===== config.mk =====
export PLATFORM = sky130hd
export DESIGN_NAME = wfg_record_pat
export DESIGN_NICKNAME = d
export VERILOG_FILES = /design/src/rtl/wfg_record_pat_pkg.sv /design/src/rtl/wfg_record_pat_wishbone_reg.sv /design/src/rtl/wfg_record_pat.sv
export SDC_FILE = /design/constraint.sdc
export NUM_CORES = 1
export LEC_CHECK = 0
export ABC_AREA = 1
export CORE_MARGIN = 2
export CORE_UTILIZATION = 48
export CTS_CLUSTER_SIZE = 12
export DETAILED_ROUTE_END_ITERATION = 10
export GPL_ROUTABILITY_DRIVEN = 0
export PLACE_DENSITY_LB_ADDON = 0.05
export SYNTH_ARGS = -nofsm -noshare
export SYNTH_HDL_FRONTEND = slang
export SYNTH_SLANG_ARGS = --single-unit

===== constraint.sdc =====
create_clock -name wb_clk_i -period 3.49 [get_ports wb_clk_i]
set_input_delay 0.349 -clock wb_clk_i [delete_from_list [all_inputs] [get_ports wb_clk_i]]
set_output_delay 0.349 -clock wb_clk_i [all_outputs]
set_load 0.1 [all_outputs]

===== src/rtl/wfg_record_pat_pkg.sv =====
`default_nettype none
// ============================================================================
// wfg_record_pat_pkg : register map, bit positions and shared types
// Revision 1.0
// ============================================================================
package wfg_record_pat_pkg;

   localparam logic [1:0] c_reg_ctrl      = 2'd0;
   localparam logic [1:0] c_reg_mask      = 2'd1;
   localparam logic [1:0] c_reg_frame_len = 2'd2;
   localparam logic [1:0] c_reg_status    = 2'd3;

   localparam int c_ctrl_en_bit     = 0;
   localparam int c_status_ovf_bit  = 0;
   localparam int c_status_fill_lsb = 8;
   localparam int c_fill_w          = 8;
   localparam int c_frame_len_w     = 16;

   typedef struct packed {
      logic                     en;
      logic [c_frame_len_w-1:0] frame_len;
      logic                     ovf_clr;
   } wfg_regs_t;

endpackage
`default_nettype wire


===== src/rtl/wfg_record_pat_wishbone_reg.sv =====
`default_nettype none
// ============================================================================
// wfg_record_pat_wishbone_reg : Wishbone slave register file (CTRL/MASK/FRAME_LEN/STATUS)
// Revision 1.0
// ============================================================================
module wfg_record_pat_wishbone_reg
   import wfg_record_pat_pkg::*;
#(
   parameter int BUSW     = 32,
   parameter int CHANNELS = 32
) (
   input  logic                wb_clk_i,
   input  logic                wb_rst_i,
   input  logic                wbs_stb_i,
   input  logic                wbs_cyc_i,
   input  logic                wbs_we_i,
   input  logic [3:0]          wbs_sel_i,
   input  logic [BUSW-1:0]     wbs_dat_i,
   input  logic [BUSW-1:0]     wbs_adr_i,
   output logic                wbs_ack_o,
   output logic [BUSW-1:0]     wbs_dat_o,
   input  logic                ovf_i,
   input  logic [c_fill_w-1:0] fill_i,
   output wfg_regs_t           regs_o,
   output logic [CHANNELS-1:0] mask_o
);

   logic                     ack_q;
   logic [BUSW-1:0]          dat_q;
   logic                     en_q;
   logic [c_frame_len_w-1:0] flen_q;
   logic [CHANNELS-1:0]      mask_q;

   logic            w_req;
   logic            w_wr;
   logic [1:0]      w_idx;
   logic [BUSW-1:0] w_rdata;
   logic            w_unused;

   // A request is only taken while ack is low, so ack toggles under a held strobe.
   assign w_req    = wbs_stb_i & wbs_cyc_i & ~ack_q;
   assign w_wr     = w_req & wbs_we_i;
   assign w_idx    = wbs_adr_i[3:2];
   assign w_unused = ^{wbs_sel_i, wbs_adr_i, wbs_dat_i};

   always_comb begin
      w_rdata = '0;
      case (w_idx)
         c_reg_ctrl:      w_rdata[c_ctrl_en_bit] = en_q;
         c_reg_mask:      w_rdata[CHANNELS-1:0] = mask_q;
         c_reg_frame_len: w_rdata[c_frame_len_w-1:0] = flen_q;
         c_reg_status: begin
            w_rdata[c_status_ovf_bit]               = ovf_i;
            w_rdata[c_status_fill_lsb +: c_fill_w] = fill_i;
         end
         default: ;
      endcase
   end

   always_ff @(posedge wb_clk_i or posedge wb_rst_i) begin
      if (wb_rst_i) begin
         ack_q  <= 1'b0;
         dat_q  <= '0;
         en_q   <= 1'b0;
         flen_q <= '0;
         mask_q <= '0;
      end else begin
         ack_q <= w_req;
         dat_q <= (w_req && !wbs_we_i) ? w_rdata : '0;
         if (w_wr) begin
            case (w_idx)
               c_reg_ctrl:      en_q   <= wbs_dat_i[c_ctrl_en_bit];
               c_reg_mask:      mask_q <= wbs_dat_i[CHANNELS-1:0];
               c_reg_frame_len: flen_q <= wbs_dat_i[c_frame_len_w-1:0];
               default: ;
            endcase
         end
      end
   end

   assign wbs_ack_o        = ack_q;
   assign wbs_dat_o        = dat_q;
   assign mask_o           = mask_q;
   assign regs_o.en        = en_q;
   assign regs_o.frame_len = flen_q;
   assign regs_o.ovf_clr   = w_wr & (w_idx == c_reg_status) & wbs_dat_i[c_status_ovf_bit];

endmodule
`default_nettype wire


===== src/rtl/wfg_record_pat.sv =====
`default_nettype none
// ============================================================================
// wfg_record_pat : pin pattern recorder, FIFO + frame counter to AXI-Stream; WFG_RECORD_PAT_SYNC_EN adds a 2-flop pin synchronizer
// Revision 1.0
// ============================================================================
module wfg_record_pat
   import wfg_record_pat_pkg::*;
#(
   parameter int BUSW            = 32,
   parameter int AXIS_DATA_WIDTH = 32,
   parameter int CHANNELS        = 32,
   parameter int FIFO_DEPTH      = 4
) (
   input  logic                       wb_clk_i,
   input  logic                       wb_rst_i,
   input  logic                       wbs_stb_i,
   input  logic                       wbs_cyc_i,
   input  logic                       wbs_we_i,
   input  logic [3:0]                 wbs_sel_i,
   input  logic [BUSW-1:0]            wbs_dat_i,
   input  logic [BUSW-1:0]            wbs_adr_i,
   output logic                       wbs_ack_o,
   output logic [BUSW-1:0]            wbs_dat_o,
   input  logic                       wfg_core_sync_i,
   input  logic [7:0]                 wfg_core_subcycle_cnt_i,
   input  logic [CHANNELS-1:0]        pat_din_i,
   input  logic                       wfg_axis_tready_i,
   output logic                       wfg_axis_tvalid_o,
   output logic                       wfg_axis_tlast_o,
   output logic [AXIS_DATA_WIDTH-1:0] wfg_axis_tdata_o
);

   localparam int                c_ptr_w   = $clog2(FIFO_DEPTH);
   localparam logic [c_ptr_w:0]  c_depth   = (c_ptr_w+1)'(FIFO_DEPTH);
   localparam logic [c_ptr_w:0]  c_ptr_one = 1;
   localparam logic [c_frame_len_w-1:0] c_idx_one = 1;

   typedef struct packed {
      logic                last;
      logic [CHANNELS-1:0] data;
   } ent_t;

   ent_t                     mem_q [FIFO_DEPTH];
   logic [c_ptr_w:0]         wr_ptr_q, wr_ptr_d;
   logic [c_ptr_w:0]         rd_ptr_q, rd_ptr_d;
   logic [c_frame_len_w-1:0] idx_q, idx_d;
   logic                     ovf_q, ovf_d;
   logic                     en_prev_q;

   wfg_regs_t                w_regs;
   logic [CHANNELS-1:0]      w_mask;
   logic [CHANNELS-1:0]      w_pins;
   logic [CHANNELS-1:0]      w_sample;
   logic [c_ptr_w:0]         w_count;
   logic [c_fill_w-1:0]      w_fill;
   logic                     w_empty, w_full, w_pop, w_push, w_drop, w_last;
   logic [c_frame_len_w-1:0] w_idx_base;
   ent_t                     w_head;
   logic                     w_unused;

   wfg_record_pat_wishbone_reg #(
      .BUSW     (BUSW),
      .CHANNELS (CHANNELS)
   ) u_regs (
      .wb_clk_i  (wb_clk_i),
      .wb_rst_i  (wb_rst_i),
      .wbs_stb_i (wbs_stb_i),
      .wbs_cyc_i (wbs_cyc_i),
      .wbs_we_i  (wbs_we_i),
      .wbs_sel_i (wbs_sel_i),
      .wbs_dat_i (wbs_dat_i),
      .wbs_adr_i (wbs_adr_i),
      .wbs_ack_o (wbs_ack_o),
      .wbs_dat_o (wbs_dat_o),
      .ovf_i     (ovf_q),
      .fill_i    (w_fill),
      .regs_o    (w_regs),
      .mask_o    (w_mask)
   );

`ifdef WFG_RECORD_PAT_SYNC_EN
   logic [CHANNELS-1:0] pin_s1_q, pin_s2_q;

   always_ff @(posedge wb_clk_i or posedge wb_rst_i) begin
      if (wb_rst_i) begin
         pin_s1_q <= '0;
         pin_s2_q <= '0;
      end else begin
         pin_s1_q <= pat_din_i;
         pin_s2_q <= pin_s1_q;
      end
   end

   assign w_pins = pin_s2_q;
`else
   assign w_pins = pat_din_i;
`endif

   assign w_unused = ^wfg_core_subcycle_cnt_i;
   assign w_sample = w_pins & w_mask;
   assign w_count  = wr_ptr_q - rd_ptr_q;
   assign w_fill   = c_fill_w'(w_count);
   assign w_empty  = (w_count == '0);
   assign w_full   = (w_count == c_depth);
   assign w_head   = mem_q[rd_ptr_q[c_ptr_w-1:0]];

   always_comb begin
      w_pop  = ~w_empty & wfg_axis_tready_i;
      // A full FIFO still accepts a sample when the head leaves in the same cycle.
      w_push = w_regs.en & wfg_core_sync_i & (~w_full | w_pop);
      w_drop = w_regs.en & wfg_core_sync_i & w_full & ~w_pop;

      // The first enabled cycle after EN rises restarts the frame at index 0.
      w_idx_base = (w_regs.en && !en_prev_q) ? '0 : idx_q;
      w_last     = (w_regs.frame_len != '0) && (w_idx_base == (w_regs.frame_len - c_idx_one));

      idx_d = w_idx_base;
      if (w_push) begin
         idx_d = w_last ? '0 : (w_idx_base + c_idx_one);
      end

      wr_ptr_d = w_push ? (wr_ptr_q + c_ptr_one) : wr_ptr_q;
      rd_ptr_d = w_pop  ? (rd_ptr_q + c_ptr_one) : rd_ptr_q;

      ovf_d = ovf_q;
      if (w_regs.ovf_clr) ovf_d = 1'b0;
      if (w_drop)         ovf_d = 1'b1;
   end

   always_ff @(posedge wb_clk_i or posedge wb_rst_i) begin
      if (wb_rst_i) begin
         wr_ptr_q  <= '0;
         rd_ptr_q  <= '0;
         idx_q     <= '0;
         ovf_q     <= 1'b0;
         en_prev_q <= 1'b0;
      end else begin
         wr_ptr_q  <= wr_ptr_d;
         rd_ptr_q  <= rd_ptr_d;
         idx_q     <= idx_d;
         ovf_q     <= ovf_d;
         en_prev_q <= w_regs.en;
      end
   end

   always_ff @(posedge wb_clk_i) begin
      if (w_push) begin
         mem_q[wr_ptr_q[c_ptr_w-1:0]] <= '{last: w_last, data: w_sample};
      end
   end

   // Storage is not reset, so outputs are gated by the empty flag.
   always_comb begin
      wfg_axis_tdata_o = '0;
      if (!w_empty) begin
         wfg_axis_tdata_o[CHANNELS-1:0] = w_head.data;
      end
   end

   assign wfg_axis_tvalid_o = ~w_empty;
   assign wfg_axis_tlast_o  = ~w_empty & w_head.last;

endmodule
`default_nettype wire


* Word level (Yosys, flattened, before mapping)
Memory sizes are Yosys's and may differ from the RTL's.
Cells that the tools add are included.
** Operators by class
- Add/sub/neg operators :: 5
- Equality and inequality tests :: 5
- Mux-type cells :: 13
- Bitwise gates (word level) :: 17
- Reduce and logical (&&, ||, !) cells :: 12
** Operators with widths (count)
- 16-bit 2-to-1 mux :: 4
- 32-bit 2-to-1 mux :: 2
- 32-bit bitwise AND :: 1
- 8-bit one-hot mux with 3 select lines :: 1
- 16-bit by 1-bit adder with 16-bit output (second input constant) :: 1
- 16-bit equality test :: 1
- 16-bit nonzero test :: 1
- 16-bit by 1-bit subtractor with 16-bit output (second input constant) :: 1
- 7-bit one-hot mux with 2 select lines :: 1
- 1-bit bitwise AND :: 11
- 3-bit by 1-bit adder with 3-bit output (second input constant) :: 2
- 2-bit AND reduction :: 3
- 2-bit equality test (second input constant) :: 2
- 1-bit 2-to-1 mux :: 4
- 1-bit NOT :: 4
- 1-bit one-hot mux with 4 select lines :: 1
- 3-bit equality test (second input constant) :: 1
- 1-bit logical AND :: 3
- 3-bit logical NOT :: 1
- 3-bit subtractor :: 1
- 2-bit by 1-bit equality test with 1-bit output (second input constant) :: 1
- 1-bit logical NOT :: 2
- 2-bit logical NOT :: 1
- 2-bit nonzero test :: 1
- 1-bit bitwise OR :: 1
** Storage, ports and cells
- Register bits after elaboration :: 106
- Bits in writable memories :: 132
- Output and inout bits :: 67
- Logic and storage cells :: 63
- Memories kept :: 1
** Memory list
- mem_q :: depth 4, bits a word 33, rd ports 1, clocked after Yosys merged registers in 0, write ports 1, line wfg_record_pat.sv:43 : ent_t mem_q [FIFO_DEPTH];

* Logic depth before layout (Yosys ltp)
- Word-level depth :: 8
- Gate-level depth with buffers :: 16
- Depth with buffers taken out :: 16

* Modules after synthesis
From an unflattened synthesis, not the netlist that was laid out.
** Unflattened totals
- Cell total of the unflattened synthesis :: 1256
- Area, all modules :: 11487.3 sq um
** Modules (own cells, without submodules)
- wfg_record_pat :: times used 1, cells each 860, area each 7980.2 sq um, sequential area each 4564.4 sq um
- wfg_record_pat_wishbone_reg :: times used 1, cells each 396, area each 3507.1 sq um, sequential area each 2052.0 sq um

* Worst setup path before layout
Ideal clock, no wire load.
- Path type :: reg-to-output
- Start :: register rd_ptr_q[1]
- End :: output port wfg_axis_tdata_o[22]
- Data arrival time :: 3.293 ns
- Data required time :: 3.141 ns
- Setup slack :: -0.152 ns
- Stages on the path, launching flop included :: 10
- Path buffers :: 2
- Cells stage by stage :: dfrtp_1 inv_1 clkbuf_1 fa_1 nand3_1 nand2_1 nand3_1 clkbuf_1 nand2_1 inv_1
** On the way
- Longest elaborated chain between the ends :: 3
- Elaborated cells on any way between the ends :: 4
- Those cells by class :: add/sub: 1; mux: 1; reduce/logical: 1; memory: 1
** RTL lines
- from (decl) :: line wfg_record_pat.sv:45 : logic [c_ptr_w:0] rd_ptr_q, rd_ptr_d;
- from (signal assigned) :: line wfg_record_pat.sv:139 : rd_ptr_q <= rd_ptr_d;
- 3-bit subtractor :: line wfg_record_pat.sv:101 : assign w_count = wr_ptr_q - rd_ptr_q;
- 3-bit logical NOT :: line wfg_record_pat.sv:103 : assign w_empty = (w_count == '0);
- 32-bit 2-to-1 mux * :: line wfg_record_pat.sv:155 : if (!w_empty) begin
- to (decl) :: line wfg_record_pat.sv:30 : output logic [AXIS_DATA_WIDTH-1:0] wfg_axis_tdata_o
Mark *: on every way between the ends. The rest lies on a longest branch, timed or not.

* Worst setup path after layout
- Start :: register wr_ptr_q[0]
- End :: output port wfg_axis_tdata_o[16]
** On the way
- Longest elaborated chain between the ends :: 3
** RTL lines
- from (decl) :: line wfg_record_pat.sv:44 : logic [c_ptr_w:0] wr_ptr_q, wr_ptr_d;
- from (signal assigned) :: line wfg_record_pat.sv:138 : wr_ptr_q <= wr_ptr_d;
- 3-bit subtractor :: line wfg_record_pat.sv:101
- 3-bit logical NOT :: line wfg_record_pat.sv:103
- 32-bit 2-to-1 mux :: line wfg_record_pat.sv:155
Every way passes these cells.

==> results.sh <==
export IMPL_postCtsSetupBuffers=0
export IMPL_cp_max_fo=19
export IMPL_start_util_pct=48.9
export IMPL_die_area_um2=23500
export IMPL_grt_pass1_wl_mm=40.5
export IMPL_synth_yosys_warnings=0
export IMPL_setup_worst_path_class="reg2out"
export IMPL_ctsResizeCount=0
export IMPL_max_freq_mhz=325
export IMPL_avgViaCountPerCell=5.11
export IMPL_setup_viol=0
export IMPL_worstSetupEndpoint="wfg_axis_tdata_o[16]"
export IMPL_reg2reg_depth=14
export IMPL_setup_worst_path_start="wr_ptr_q[0]"
export IMPL_core_area_um2=21800
export IMPL_syn_avg_cell_area_um2=9.74
export IMPL_ys_types=33
export IMPL_drive_above_1_share_pct=11.3
export IMPL_drc=0
export IMPL_ys_ff_latch=238
export IMPL_power_frac_seq_pct=26.4
export IMPL_ctsHoldBuffers=0
export IMPL_ant_nets=0
export IMPL_crit_arrival_ns=2.72
export IMPL_cp_data_required_time_ns=3.14
export IMPL_ir_worst_vdd_v=0.000911
export IMPL_slew_violations=0
export IMPL_drt_total_wl_mm=25.3
export IMPL_antenna_found_initial=0
export IMPL_numPortBuffers=139
export IMPL_cts_max_level=1
export IMPL_status="complete, no violations"
export IMPL_p_leak_uw=0.00595
export IMPL_pwr_share_clk_pct=18.0
export IMPL_wl_per_cell_um=16.4
export IMPL_via_count=7883
export IMPL_fin_setup_tns_ns=0
export IMPL_grt_remaining_overflow=0
export IMPL_finClkSkew_ns=0.0183
export IMPL_antennaDiodeCount=0
export IMPL_cts_buffers=25
export IMPL_regToRegSetupSlack_ns=0.56
export IMPL_timing_final_crit_share_pct=88.1
export IMPL_fin_crit_ns=3.07
export IMPL_cap_violations=0
export IMPL_final_nets=1373
export IMPL_worst_hold_path_type="in2async"
export IMPL_die_y_um=153
export IMPL_io_pins=182
export IMPL_place_detailed_hpwl_mm=17.4
export IMPL_synthCells=1096
export IMPL_drt_iter0_drc=519
export IMPL_whs_ns=0.160
export IMPL_syn_num_nets=1225
export IMPL_die_w_um=153
export IMPL_rsz0062_at_grt="no"
export IMPL_fin_util_pct=62.1
export IMPL_combinationalPowerShare_pct=55.6
export IMPL_synth_edf_count=132
export IMPL_synth_flop_cell="edfxtp_1"
export IMPL_end_kind="primary output"
export IMPL_grt_use_total_pct=21.8
export IMPL_seq_area_frac_synth_pct=62.0
export IMPL_cts_tree="built"
export IMPL_slew_headroom_pct=32.1
export IMPL_cts_clk_slew_worst_paths_ns=0.06
export IMPL_worstMarginPinSlew_ns=1.02
export IMPL_p_sw_uw=6420
export IMPL_synthToLayoutAreaGrowth_pct=26.9
export IMPL_placementRows=54
export IMPL_hold_viol=0
export IMPL_cellPowerDensity_nw_per_um2=1000
export IMPL_insertion_delay_ns=0.52
export IMPL_r2r_end="idx_q[9]"
export IMPL_p_sw_share_pct=47.2
export IMPL_cts_sinks=238
export IMPL_cts_root_buf="clkbuf_16"
export IMPL_cts_buffer_depth=3
export IMPL_grt_pass1_vias=7609
export IMPL_internal_power_uw=7170
export IMPL_grt_max_degree=69
export IMPL_netlist_area_um2=10700
export IMPL_async_reset_ff_share_pct=44.5
export IMPL_drt_first_pass_iters=5
export IMPL_crit_reg2reg_launch="wr_ptr_q[0]"
export IMPL_worstSetupStartpointType="flip-flop"
==> cell usage after synthesis, types with 2 or more instances <==
| cell | number | area share, % |
|---|---|---|
| o21ai_0 | 102 | 4.8 |
| ha_1 | 13 | 1.5 |
| o22ai_1 | 36 | 2.1 |
| nor2_4 | 3 | 0.32 |
| inv_2 | 2 | 0.070 |
| nor2_2 | 6 | 0.35 |
| nor3_1 | 3 | 0.14 |
| nand2_1 | 245 | 8.6 |
| xnor2_1 | 2 | 0.16 |
| a21oi_1 | 23 | 1.1 |
| clkbuf_1 | 34 | 1.2 |
| xor2_1 | 15 | 1.2 |
| edfxtp_1 | 132 | 37 |
| a211oi_1 | 2 | 0.14 |
| nand2_2 | 6 | 0.35 |
| nand3_2 | 4 | 0.37 |
| dfrtp_1 | 106 | 25 |
| nand2_4 | 2 | 0.21 |
| nor2_1 | 125 | 4.4 |
| buf_2 | 4 | 0.19 |
| a21oi_2 | 9 | 0.74 |
| inv_1 | 153 | 5.4 |
| nor4_1 | 3 | 0.18 |
| nand3_1 | 36 | 1.7 |
| nand4_1 | 8 | 0.47 |
| mux2_2 | 15 | 1.6 |
==> power by group through the flow <==
| stage | Sequential, µW | Combinational, µW | Clock (µW) |
|---|---|---|---|
| detailed placement | 3630 | 7590 | 0 |
| CTS | 3580 | 7610 | 2490 |
| floorplan | 3610 | 4860 | 0 |
| global route | 3620 | 7990 | 2620 |
| global placement | 3620 | 7530 | 0 |
| finish | 3580 | 7560 | 2450 |
==> sequential cells by signal (all words and copies together), names as in the netlist <==
register,flops
u_regs.flen_q,16
wr_ptr_q,3
en_prev_q,1
mem_q,132
idx_q,16
u_regs.en_q,1
u_regs.wbs_ack_o,1
rd_ptr_q,3
ovf_q,1
u_regs.mask_o,32
u_regs.wbs_dat_o,32
==> worst min path at each step <==
stage                           endpoint  slack, ns  depth (start not counted)
global placement        u_regs.wbs_ack_o       0.49                          1
CTS                 u_regs.wbs_dat_o[21]       0.16                          2
global route        u_regs.wbs_dat_o[20]       0.21                          2
detailed placement      u_regs.wbs_ack_o       0.50                          1
floorplan                      en_prev_q       0.47                          0
finish              u_regs.wbs_dat_o[21]       0.16                          2
==> routing by layer <==
layer / routed length (µm) / vias to the layer above / track usage [%]
met5: 0 / - / 0
met3: 1410 / 35 / 3.29
met4: 401 / 0 / 4.23
met1: 11500 / 3771 / 31.1
li1: - / 3880 / -
met2: 12000 / 197 / 36.0
==> kinds of logic (layout without fill, tap and decap cells) <==
kind of cell | count (synthesis) | after routing | share of synthesized area (%)
adder cells (fa/ha/maj) | 14 | 14 | 1.71
flip-flops | 238 | 238 | 62.0
multiplexers | 15 | 15 | 1.58
buffers and inverters | 195 | 361 | 7.08
AND/OR/NAND/NOR | 443 | 443 | 17.3
AO/OA/AOI/OAI | 174 | 174 | 8.95
XOR/XNOR | 17 | 17 | 1.39
==> cells in the final DEF (no fill, tap or decap), types with 8 or more instances in the layout <==
cell type        count
nor2_1             120
a21oi_1             23
nand3_1             36
o22ai_1             36
nand4_1              8
clkbuf_16           25
mux2_2              15
o21ai_0            102
buf_4               21
dfrtp_1            105
nand2_1            245
clkbuf_1            12
ha_1                13
nor2_4               8
a21oi_2              9
inv_1              151
clkdlybuf4s50_1    105
buf_12              35
xor2_1              15
edfxtp_1           132
==> cell type report <==
type                            count  area, µm²
Clock buffer                       38        684
Clock inverter                      7       60.1
Timing Repair Buffer              161       1910
Multi-Input combinational cell    663       3340
Sequential cell                   238       6620
Inverter                          155        584
Tap cell                          280        350
Fill cell                        1790       8270
==> critical path, cell delays in order (launching register included) <==
cell,delay [ns]
dfrtp_1,0.41
inv_1,0.16
ha_1,0.17
inv_1,0.05
fa_1,0.39
nand3_1,0.16
nand2_1,0.07
nand3_1,0.09
buf_4,0.29
nand2_1,0.09
inv_1,0.13
buf_12,0.19
==> through the flow <==
stage / cell area [µm²] / cells / total power (µW) / setup slack, ns
3_3_place_gp: 12800 / 1497 / 11200 / 0.676
6_report: 13600 / 1542 / 13600 / 0.417
2_1_floorplan: 10700 / 1096 / 8480 / 0.0287
4_1_cts: 13600 / 1542 / 13700 / 0.394
5_1_grt: 13600 / 1542 / 14200 / 0.243
3_5_place_dp: 12800 / 1497 / 11200 / 0.595
Power figures use the tool's default switching activity.
